[src/rtl/l1_tlb_pkg.sv]
// Shared widths, refill FSM encoding and the tree-PLRU access rule for the L1 TLB.
package l1_tlb_pkg;

   localparam int WAYS  = 8;
   localparam int WAY_W = 3;

   typedef enum logic [2:0] {
      ST_IDLE  = 3'd0,
      ST_REQ   = 3'd1,
      ST_WAIT  = 3'd2,
      ST_DRAIN = 3'd3,
      ST_FILL  = 3'd4
   } refill_state_e;

   // Touching a way points every node on its path at the opposite subtree.
   function automatic logic [WAYS-1:0] plru_access(input logic [WAYS-1:0] plru,
                                                   input logic [WAY_W-1:0] way);
      logic [WAYS-1:0] nxt;
      nxt = plru;
      nxt[1]                          = ~way[2];
      nxt[{2'b01, way[2]}]            = ~way[1];
      nxt[{1'b1, way[2], way[1]}]     = ~way[0];
      return nxt;
   endfunction

endpackage

[src/rtl/l1_tlb_refill_ctrl_if.sv]
// Request/response handshake between the L1 refill controller and the L2 TLB.
interface l1_tlb_refill_ctrl_if #(
   parameter int VPN_W = 27,
   parameter int PPN_W = 20
);
   logic             l2_req_valid;
   logic             l2_req_ready;
   logic [VPN_W-1:0] l2_req_vpn;
   logic             l2_resp_valid;
   logic [PPN_W-1:0] l2_resp_ppn;
   logic             l2_resp_fault;

   modport master (
      output l2_req_valid, l2_req_vpn,
      input  l2_req_ready, l2_resp_valid, l2_resp_ppn, l2_resp_fault
   );

   modport slave (
      input  l2_req_valid, l2_req_vpn,
      output l2_req_ready, l2_resp_valid, l2_resp_ppn, l2_resp_fault
   );
endinterface

[src/rtl/l1_tlb_plru_update.sv]
// Combinational tree-PLRU update; passes the state through when not enabled.
module l1_tlb_plru_update
   import l1_tlb_pkg::*;
(
   input  logic [WAYS-1:0]  plru_in,
   input  logic [WAY_W-1:0] way,
   input  logic             en,
   output logic [WAYS-1:0]  plru_out
);

   always_comb begin
      plru_out = plru_in;
      if (en) plru_out = plru_access(plru_in, way);
   end

endmodule

[src/rtl/l1_tlb_refill_ctrl.sv]
// L1 TLB valid/PLRU metadata owner and L2 refill sequencer.
//
// state | meaning
// IDLE  | accepting lookups; hits update PLRU, a miss captures vpn/victim way
// REQ   | l2_req_valid held with the captured vpn until l2_req_ready
// WAIT  | request accepted, waiting for the L2 response
// DRAIN | flushed after acceptance; swallow the outstanding response
// FILL  | single cycle writing the entry, setting valid and touching PLRU
module l1_tlb_refill_ctrl
   import l1_tlb_pkg::*;
#(
   parameter int VPN_W = 27,
   parameter int PPN_W = 20
) (
   input  logic               clk,
   input  logic               reset,
   input  logic               lookup_valid,
   input  logic               lookup_hit,
   input  logic [WAY_W-1:0]   lookup_hit_way,
   input  logic [VPN_W-1:0]   lookup_vpn,
   input  logic               flush,
   input  logic [WAY_W-1:0]   repl_waddr,
   output logic [WAYS-1:0]    valid,
   output logic [WAYS-1:0]    plru_val,
   output logic               miss_busy,
   l1_tlb_refill_ctrl_if.master l2,
   output logic               entry_wen,
   output logic [WAY_W-1:0]   entry_waddr,
   output logic [VPN_W-1:0]   entry_wvpn,
   output logic [PPN_W-1:0]   entry_wppn,
   output logic               refill_done,
   output logic               refill_fault
);

   refill_state_e    state_q, state_d;
   logic [WAYS-1:0]  valid_q, valid_d;
   logic [WAYS-1:0]  plru_q, plru_d;
   logic [VPN_W-1:0] vpn_q, vpn_d;
   logic [PPN_W-1:0] ppn_q, ppn_d;
   logic [WAY_W-1:0] way_q, way_d;
   logic             fault_q, fault_d;
   logic             hit_en, fill_en;
   logic [WAYS-1:0]  plru_hit, plru_fill;

   l1_tlb_plru_update u_plru_hit (
      .plru_in (plru_q),
      .way     (lookup_hit_way),
      .en      (hit_en),
      .plru_out(plru_hit)
   );

   l1_tlb_plru_update u_plru_fill (
      .plru_in (plru_q),
      .way     (way_q),
      .en      (fill_en),
      .plru_out(plru_fill)
   );

   always_comb begin
      state_d = state_q;
      vpn_d   = vpn_q;
      ppn_d   = ppn_q;
      way_d   = way_q;
      fault_d = 1'b0;
      hit_en  = 1'b0;
      fill_en = 1'b0;
      unique case (state_q)
         ST_IDLE: begin
            if (lookup_valid && !flush) begin
               if (lookup_hit) begin
                  hit_en = 1'b1;
               end else begin
                  vpn_d   = lookup_vpn;
                  way_d   = repl_waddr;
                  state_d = ST_REQ;
               end
            end
         end
         ST_REQ: begin
            if (flush)               state_d = l2.l2_req_ready ? ST_DRAIN : ST_IDLE;
            else if (l2.l2_req_ready) state_d = ST_WAIT;
         end
         ST_WAIT: begin
            if (flush) begin
               state_d = l2.l2_resp_valid ? ST_IDLE : ST_DRAIN;
            end else if (l2.l2_resp_valid) begin
               if (l2.l2_resp_fault) begin
                  fault_d = 1'b1;
                  state_d = ST_IDLE;
               end else begin
                  ppn_d   = l2.l2_resp_ppn;
                  state_d = ST_FILL;
               end
            end
         end
         ST_DRAIN: begin
            if (l2.l2_resp_valid) state_d = ST_IDLE;
         end
         ST_FILL: begin
            fill_en = !flush && !reset;
            state_d = ST_IDLE;
         end
         default: state_d = ST_IDLE;
      endcase

      valid_d = valid_q;
      plru_d  = plru_q;
      if (flush) begin
         valid_d = '0;
         plru_d  = '0;
      end else if (fill_en) begin
         valid_d[way_q] = 1'b1;
         plru_d         = plru_fill;
      end else if (hit_en) begin
         plru_d = plru_hit;
      end
   end

   always_ff @(posedge clk) begin
      if (reset) begin
         state_q <= ST_IDLE;
         valid_q <= '0;
         plru_q  <= '0;
         vpn_q   <= '0;
         ppn_q   <= '0;
         way_q   <= '0;
         fault_q <= 1'b0;
      end else begin
         state_q <= state_d;
         valid_q <= valid_d;
         plru_q  <= plru_d;
         vpn_q   <= vpn_d;
         ppn_q   <= ppn_d;
         way_q   <= way_d;
         fault_q <= fault_d;
      end
   end

   assign valid           = valid_q;
   assign plru_val        = plru_q;
   assign miss_busy       = (state_q != ST_IDLE);
   assign l2.l2_req_valid = (state_q == ST_REQ);
   assign l2.l2_req_vpn   = vpn_q;
   assign entry_wen       = fill_en;
   assign entry_waddr     = way_q;
   assign entry_wvpn      = vpn_q;
   assign entry_wppn      = ppn_q;
   assign refill_done     = fill_en;
   assign refill_fault    = fault_q;

endmodule

[src/flat_wrapper.sv]
// flat-port wrapper written by rule: the top's interface ports become plain ports
module l1_tlb_refill_ctrl_flat import l1_tlb_pkg::*;
#(
   parameter int VPN_W = 27,
   parameter int PPN_W = 20
)
  (clk, reset, lookup_valid, lookup_hit, lookup_hit_way, lookup_vpn, flush, repl_waddr, valid, plru_val, miss_busy, entry_wen, entry_waddr, entry_wvpn, entry_wppn, refill_done, refill_fault, l2_l2_req_valid, l2_l2_req_vpn, l2_l2_req_ready, l2_l2_resp_valid, l2_l2_resp_ppn, l2_l2_resp_fault);
  l1_tlb_refill_ctrl_if #(.VPN_W(VPN_W), .PPN_W(PPN_W)) l2_i ();
  input  logic clk;
  input  logic reset;
  input  logic lookup_valid;
  input  logic lookup_hit;
  input  logic [WAY_W-1:0] lookup_hit_way;
  input  logic [VPN_W-1:0] lookup_vpn;
  input  logic flush;
  input  logic [WAY_W-1:0] repl_waddr;
  output logic [WAYS-1:0] valid;
  output logic [WAYS-1:0] plru_val;
  output logic miss_busy;
  output logic entry_wen;
  output logic [WAY_W-1:0] entry_waddr;
  output logic [VPN_W-1:0] entry_wvpn;
  output logic [PPN_W-1:0] entry_wppn;
  output logic refill_done;
  output logic refill_fault;
  output wire logic [$bits(l2_i.l2_req_valid)-1:0] l2_l2_req_valid;
  output wire logic [$bits(l2_i.l2_req_vpn)-1:0] l2_l2_req_vpn;
  input wire logic [$bits(l2_i.l2_req_ready)-1:0] l2_l2_req_ready;
  input wire logic [$bits(l2_i.l2_resp_valid)-1:0] l2_l2_resp_valid;
  input wire logic [$bits(l2_i.l2_resp_ppn)-1:0] l2_l2_resp_ppn;
  input wire logic [$bits(l2_i.l2_resp_fault)-1:0] l2_l2_resp_fault;
  assign l2_l2_req_valid = l2_i.l2_req_valid;
  assign l2_l2_req_vpn = l2_i.l2_req_vpn;
  assign l2_i.l2_req_ready = l2_l2_req_ready;
  assign l2_i.l2_resp_valid = l2_l2_resp_valid;
  assign l2_i.l2_resp_ppn = l2_l2_resp_ppn;
  assign l2_i.l2_resp_fault = l2_l2_resp_fault;
  l1_tlb_refill_ctrl #(.VPN_W(VPN_W), .PPN_W(PPN_W)) u_core (.clk(clk), .reset(reset), .lookup_valid(lookup_valid), .lookup_hit(lookup_hit), .lookup_hit_way(lookup_hit_way), .lookup_vpn(lookup_vpn), .flush(flush), .repl_waddr(repl_waddr), .valid(valid), .plru_val(plru_val), .miss_busy(miss_busy), .l2(l2_i), .entry_wen(entry_wen), .entry_waddr(entry_waddr), .entry_wvpn(entry_wvpn), .entry_wppn(entry_wppn), .refill_done(refill_done), .refill_fault(refill_fault));
endmodule
[config.mk]
export PLATFORM = sky130hd
export DESIGN_NAME = l1_tlb_refill_ctrl_flat
export DESIGN_NICKNAME = d
export VERILOG_FILES = /design/src/rtl/l1_tlb_pkg.sv /design/src/rtl/l1_tlb_refill_ctrl_if.sv /design/src/rtl/l1_tlb_plru_update.sv /design/src/rtl/l1_tlb_refill_ctrl.sv /design/src/flat_wrapper.sv
export SDC_FILE = /design/constraint.sdc
export NUM_CORES = 1
export LEC_CHECK = 0
export CORE_MARGIN = 1
export CORE_UTILIZATION = 45
export CTS_BUF_LIST = sky130_fd_sc_hd__clkbuf_4
export CTS_CLUSTER_SIZE = 25
export DETAILED_ROUTE_END_ITERATION = 8
export PLACE_DENSITY = 0.88
export SYNTH_ARGS = -nofsm -noshare
export SYNTH_HDL_FRONTEND = slang
export SYNTH_HIERARCHICAL = 1
export SYNTH_SLANG_ARGS = --single-unit
[constraint.sdc]
create_clock -name clk -period 4.6 [get_ports clk]
set_input_delay 0.69 -clock clk [delete_from_list [all_inputs] [get_ports clk]]
set_output_delay 0.69 -clock clk [all_outputs]
set_load 0.005 [all_outputs]
==> results summary <==
Using the TritonRoute via totals, the vias-per-cell ratio works out to 5.425. The worst-margin pin slew came out at 1.309 ns. The count of yosys warnings during synthesis is 6.

The average instance area after synthesis came out at 8.164 µm². The post-synthesis cell area came out at 3298 µm². Counting I/O delays and the setup requirement, the final critical path takes 3.703 ns. The global-route wire length before repair came out at 14,780 µm. After synthesis, the netlist uses 38 different library cells. The number of global-route vias before repair is 3,136. The total global-route track usage came out at 24.72%. The sequential cell area came out at 1401 µm². The floorplan core area is 6944 µm².

The total power density per cell area came out at 259.3 nW/µm². The via count of the routed design is 3,309. The leakage dissipation came out at 0.001609 µW.

In the final routed layout, each cell accounts on average for 15.58 µm. Measured along the y axis, the die boundary spans 87.61 µm. Clock-pin slew was measured on the worst setup and hold paths at 0.10 ns. After detailed routing, the number of remaining DRC violations is 0. The highest ir drop seen on vdd came out at 0.1907 mV. The number of max-slew violations in the final report is 0. Of all flip-flops after synthesis, the portion carrying an async set or reset was 0%. The proportion of synthesized chip area in sequential cells came out at 42.49%. The aggregate routed wire length came out at 9502 µm. Clock tree synthesis selected as its root buffer the cell sky130_fd_sc_hd__clkbuf_4.

The share of the clock period used by the worst path is 80.50%. The total power came out at 1244 µW. The number of buffers inserted by port buffering came out at 158. The post-route setup TNS came out at 0 ns. The type of element capturing the critical path is an output pin. The hold violation count in the final report is 0. The max-cap check violation count came out at 0. The sum of overflow across all layers after global routing came out at 0. The number of buffers and inverters on the critical path came out at 3. The total I/O pin count came out at 159. The proportion of layout cells with a drive suffix above 1 is 6.420%. Among all stages on the critical path, the largest delay is contributed by sky130_fd_sc_hd__clkdlybuf4s50_1. The post-synthesis instance total is 404.

The count of state elements after synthesis is 70. The number of antenna violations at the first check in global routing came out at 0. The kind of cell adding the most delay to the critical path is buffers and inverters.

The clock reaches the later pin of the worst-skew pair after 0.40 ns. By startpoint and endpoint, the worst setup path is classified as in -> out. The first TritonRoute pass finished after 4 iterations. Measured against its own limit, the worst slew margin works out to 12.40%. The run finished with clean final reports. The quantity of gates resized following cts is 0. Walking the worst path, the cells encountered are clkdlybuf4s50_1 -> nor4b_1 -> nand2b_1 -> inv_1 -> clkdlybuf4s50_1. The post-synthesis net count came out at 465.

The quantity of hold-fixing buffers added after cts came out at 0. The number of clock sinks seen by CTS came out at 70. The detail route stage leaves a number of antenna-violating nets equal to 0. From synthesis to final layout, the design area changed by 45.41%. The total CTS buffers came out at 9. The number of buffers added for setup after CTS came out at 0.

Setup violations remaining at the end of the flow were counted as 0. Entering global routing, the biggest net connects 58 pins. Setup repair after global routing left no endpoint under its margin.

The endpoint arrival time on the critical path came out at 3.01 ns. On the worst path, the slowest cell contributes a delay of 0.63 ns. The achievable clock frequency came out at 0.2701 GHz.

The placement-stage cell area came out at 4634 µm². The starting utilization of the core area is 47.50%. In the synthesized netlist the dominant register cell turns out to be sky130_fd_sc_hd__dfxtp_1. The HPWL after detailed placement came out at 6516 µm. TritonCTS built the clock tree.

The net count of the finished layout is 570. The first-iteration detailed-routing DRC count came out at 193. The path class of the tightest hold or removal check is reg -> reg. The number of diodes came out at 0. The launching element type of the critical path is an input pin. The area of combinational cells with multiple inputs came out at 1439 µm². The row count is 30. The number of levels in the clock H-tree is 3. The total of fill cells in the finished design came out at 570. The final standard cell area without fillers is 4796 µm². The number of enable-type register cells in the synthesized netlist came out at 0. The congestion estimate from routability-driven global placement came to 0.7861.

The number of buffers on the longest clock path is 2. The worst setup skew after layout came out at 0.01217 ns. The area of the die is 7676 µm².

The overall die width came out at 87.61 µm. The most numerous cell on the critical path is sky130_fd_sc_hd__clkdlybuf4s50_1. The biggest fanout along the worst timing path is 14.

Data on the critical path is required at its endpoint by 3.91 ns.
worst register-to-register path, delay by kind of cell (launching register included):
kind	cells	cell delay, ns
mux	1	0.19
flops	1	0.51
compound gates	2	0.38
buf+inv	1	0.43
simple gates	3	0.90
registers in the layout, indices dropped and copies added, names as in the netlist:
name and cells:
u_core/entry_wvpn 27, u_core/entry_wppn 20, u_core/plru_val 8, u_core/valid 8, u_core/entry_waddr 3, u_core/state_q 3, u_core/refill_fault 1
kinds of logic (layout without fill, tap and decap cells):
group | after synthesis | in the layout | synth area share [%]
AND/OR/NAND/NOR | 103 | 103 | 17.94
AO/OA/AOI/OAI | 134 | 134 | 22.72
multiplexers | 8 | 8 | 2.428
XOR/XNOR | 1 | 1 | 0.2656
buffers and inverters | 88 | 198 | 14.15
flip-flops | 70 | 70 | 42.49
metal layers:
layer | global-route usage [%] | part of all wire, % | routed length (µm)
met5 | 0 | 0 | 0
met4 | 10.13 | 1.3 | 127
met3 | 6.032 | 6.6 | 628
met2 | 42.12 | 52 | 4914
met1 | 29.98 | 40 | 3831
cell type report:
cell class / instances / area share, %
clock buffer: 10 / 1.565
clock inverter: 6 / 1.800
inverter: 22 / 1.722
multi-input combinational: 246 / 30.00
sequential: 70 / 29.22
tap: 96 / 2.505
timing repair buffer: 160 / 33.19
stage by stage:
step | cells | setup slack [ns] | utilization (%) | hold WS (ns)
after CTS | 610 | 0.9185 | 69.06 | 0.4751
final | 610 | 0.8972 | 69.06 | 0.4698
after detailed placement | 594 | 0.9305 | 66.74 | 0.4519
after floorplan | 404 | 2.148 | - | 0.4487
after global placement | 594 | 1.051 | 66.74 | 0.4546
after global routing | 610 | 0.6060 | 69.06 | 0.4969
report_power, final:
part	leakage (µW)	switching (µW)	total [µW]	internal, µW
combinational	0.000957	71.1	167	96.2
clock	0.0000864	220	446	226
sequential	0.000566	13.2	631	618
total	0.00161	304	1240	940
worst paths after layout:
check	slack, ns	to	cells after the start	startpoint
worst max-delay path	0.90	entry_wen	5	flush
worst min-delay path	0.47	u_core/valid[3]$_SDFFE_PP0P_	2	u_core/valid[3]$_SDFFE_PP0P_
worst max register to register	2.12	u_core/plru_val[4]$_SDFFE_PP0P_	7	u_core/state_q[2]$_SDFFE_PP0P_
worst min register to register	0.47	u_core/valid[3]$_SDFFE_PP0P_	2	u_core/valid[3]$_SDFFE_PP0P_
cells in the mapped netlist, types with 4 or more instances:
cell / instances / area share, %
sky130_fd_sc_hd__nor3_1: 11 / 1.7
sky130_fd_sc_hd__o21ai_0: 61 / 9.3
sky130_fd_sc_hd__a311oi_1: 8 / 2.1
sky130_fd_sc_hd__nand3_1: 54 / 8.2
sky130_fd_sc_hd__nand2_1: 9 / 1.0
sky130_fd_sc_hd__buf_4: 30 / 6.8
sky130_fd_sc_hd__nand3b_1: 5 / 1.1
sky130_fd_sc_hd__inv_1: 22 / 2.5
sky130_fd_sc_hd__clkbuf_1: 31 / 3.5
sky130_fd_sc_hd__nor2_1: 4 / 0.46
sky130_fd_sc_hd__mux2i_1: 8 / 2.4
sky130_fd_sc_hd__a21oi_1: 52 / 7.9
sky130_fd_sc_hd__dfxtp_1: 70 / 42
placed cells by master (no fill, tap or decap), drive strengths merged, types with 2 or more instances in the layout:
master and n:
clkdlybuf4s50 157, dfxtp 70, o21ai 61, nand3 54
a21oi 52, inv 22, nor3 11, clkbuf 10
nand2 9, a311oi 8, mux2i 8, nand3b 5
nor2 4, nand2b 3, a32o 3, clkinv 3
nor4b 3, or2 3, buf 3, bufinv 2
o31ai 2, nor4 2, nor3b 2, a21bo 2
a21o 2
(Power assumes the default switching activity.)
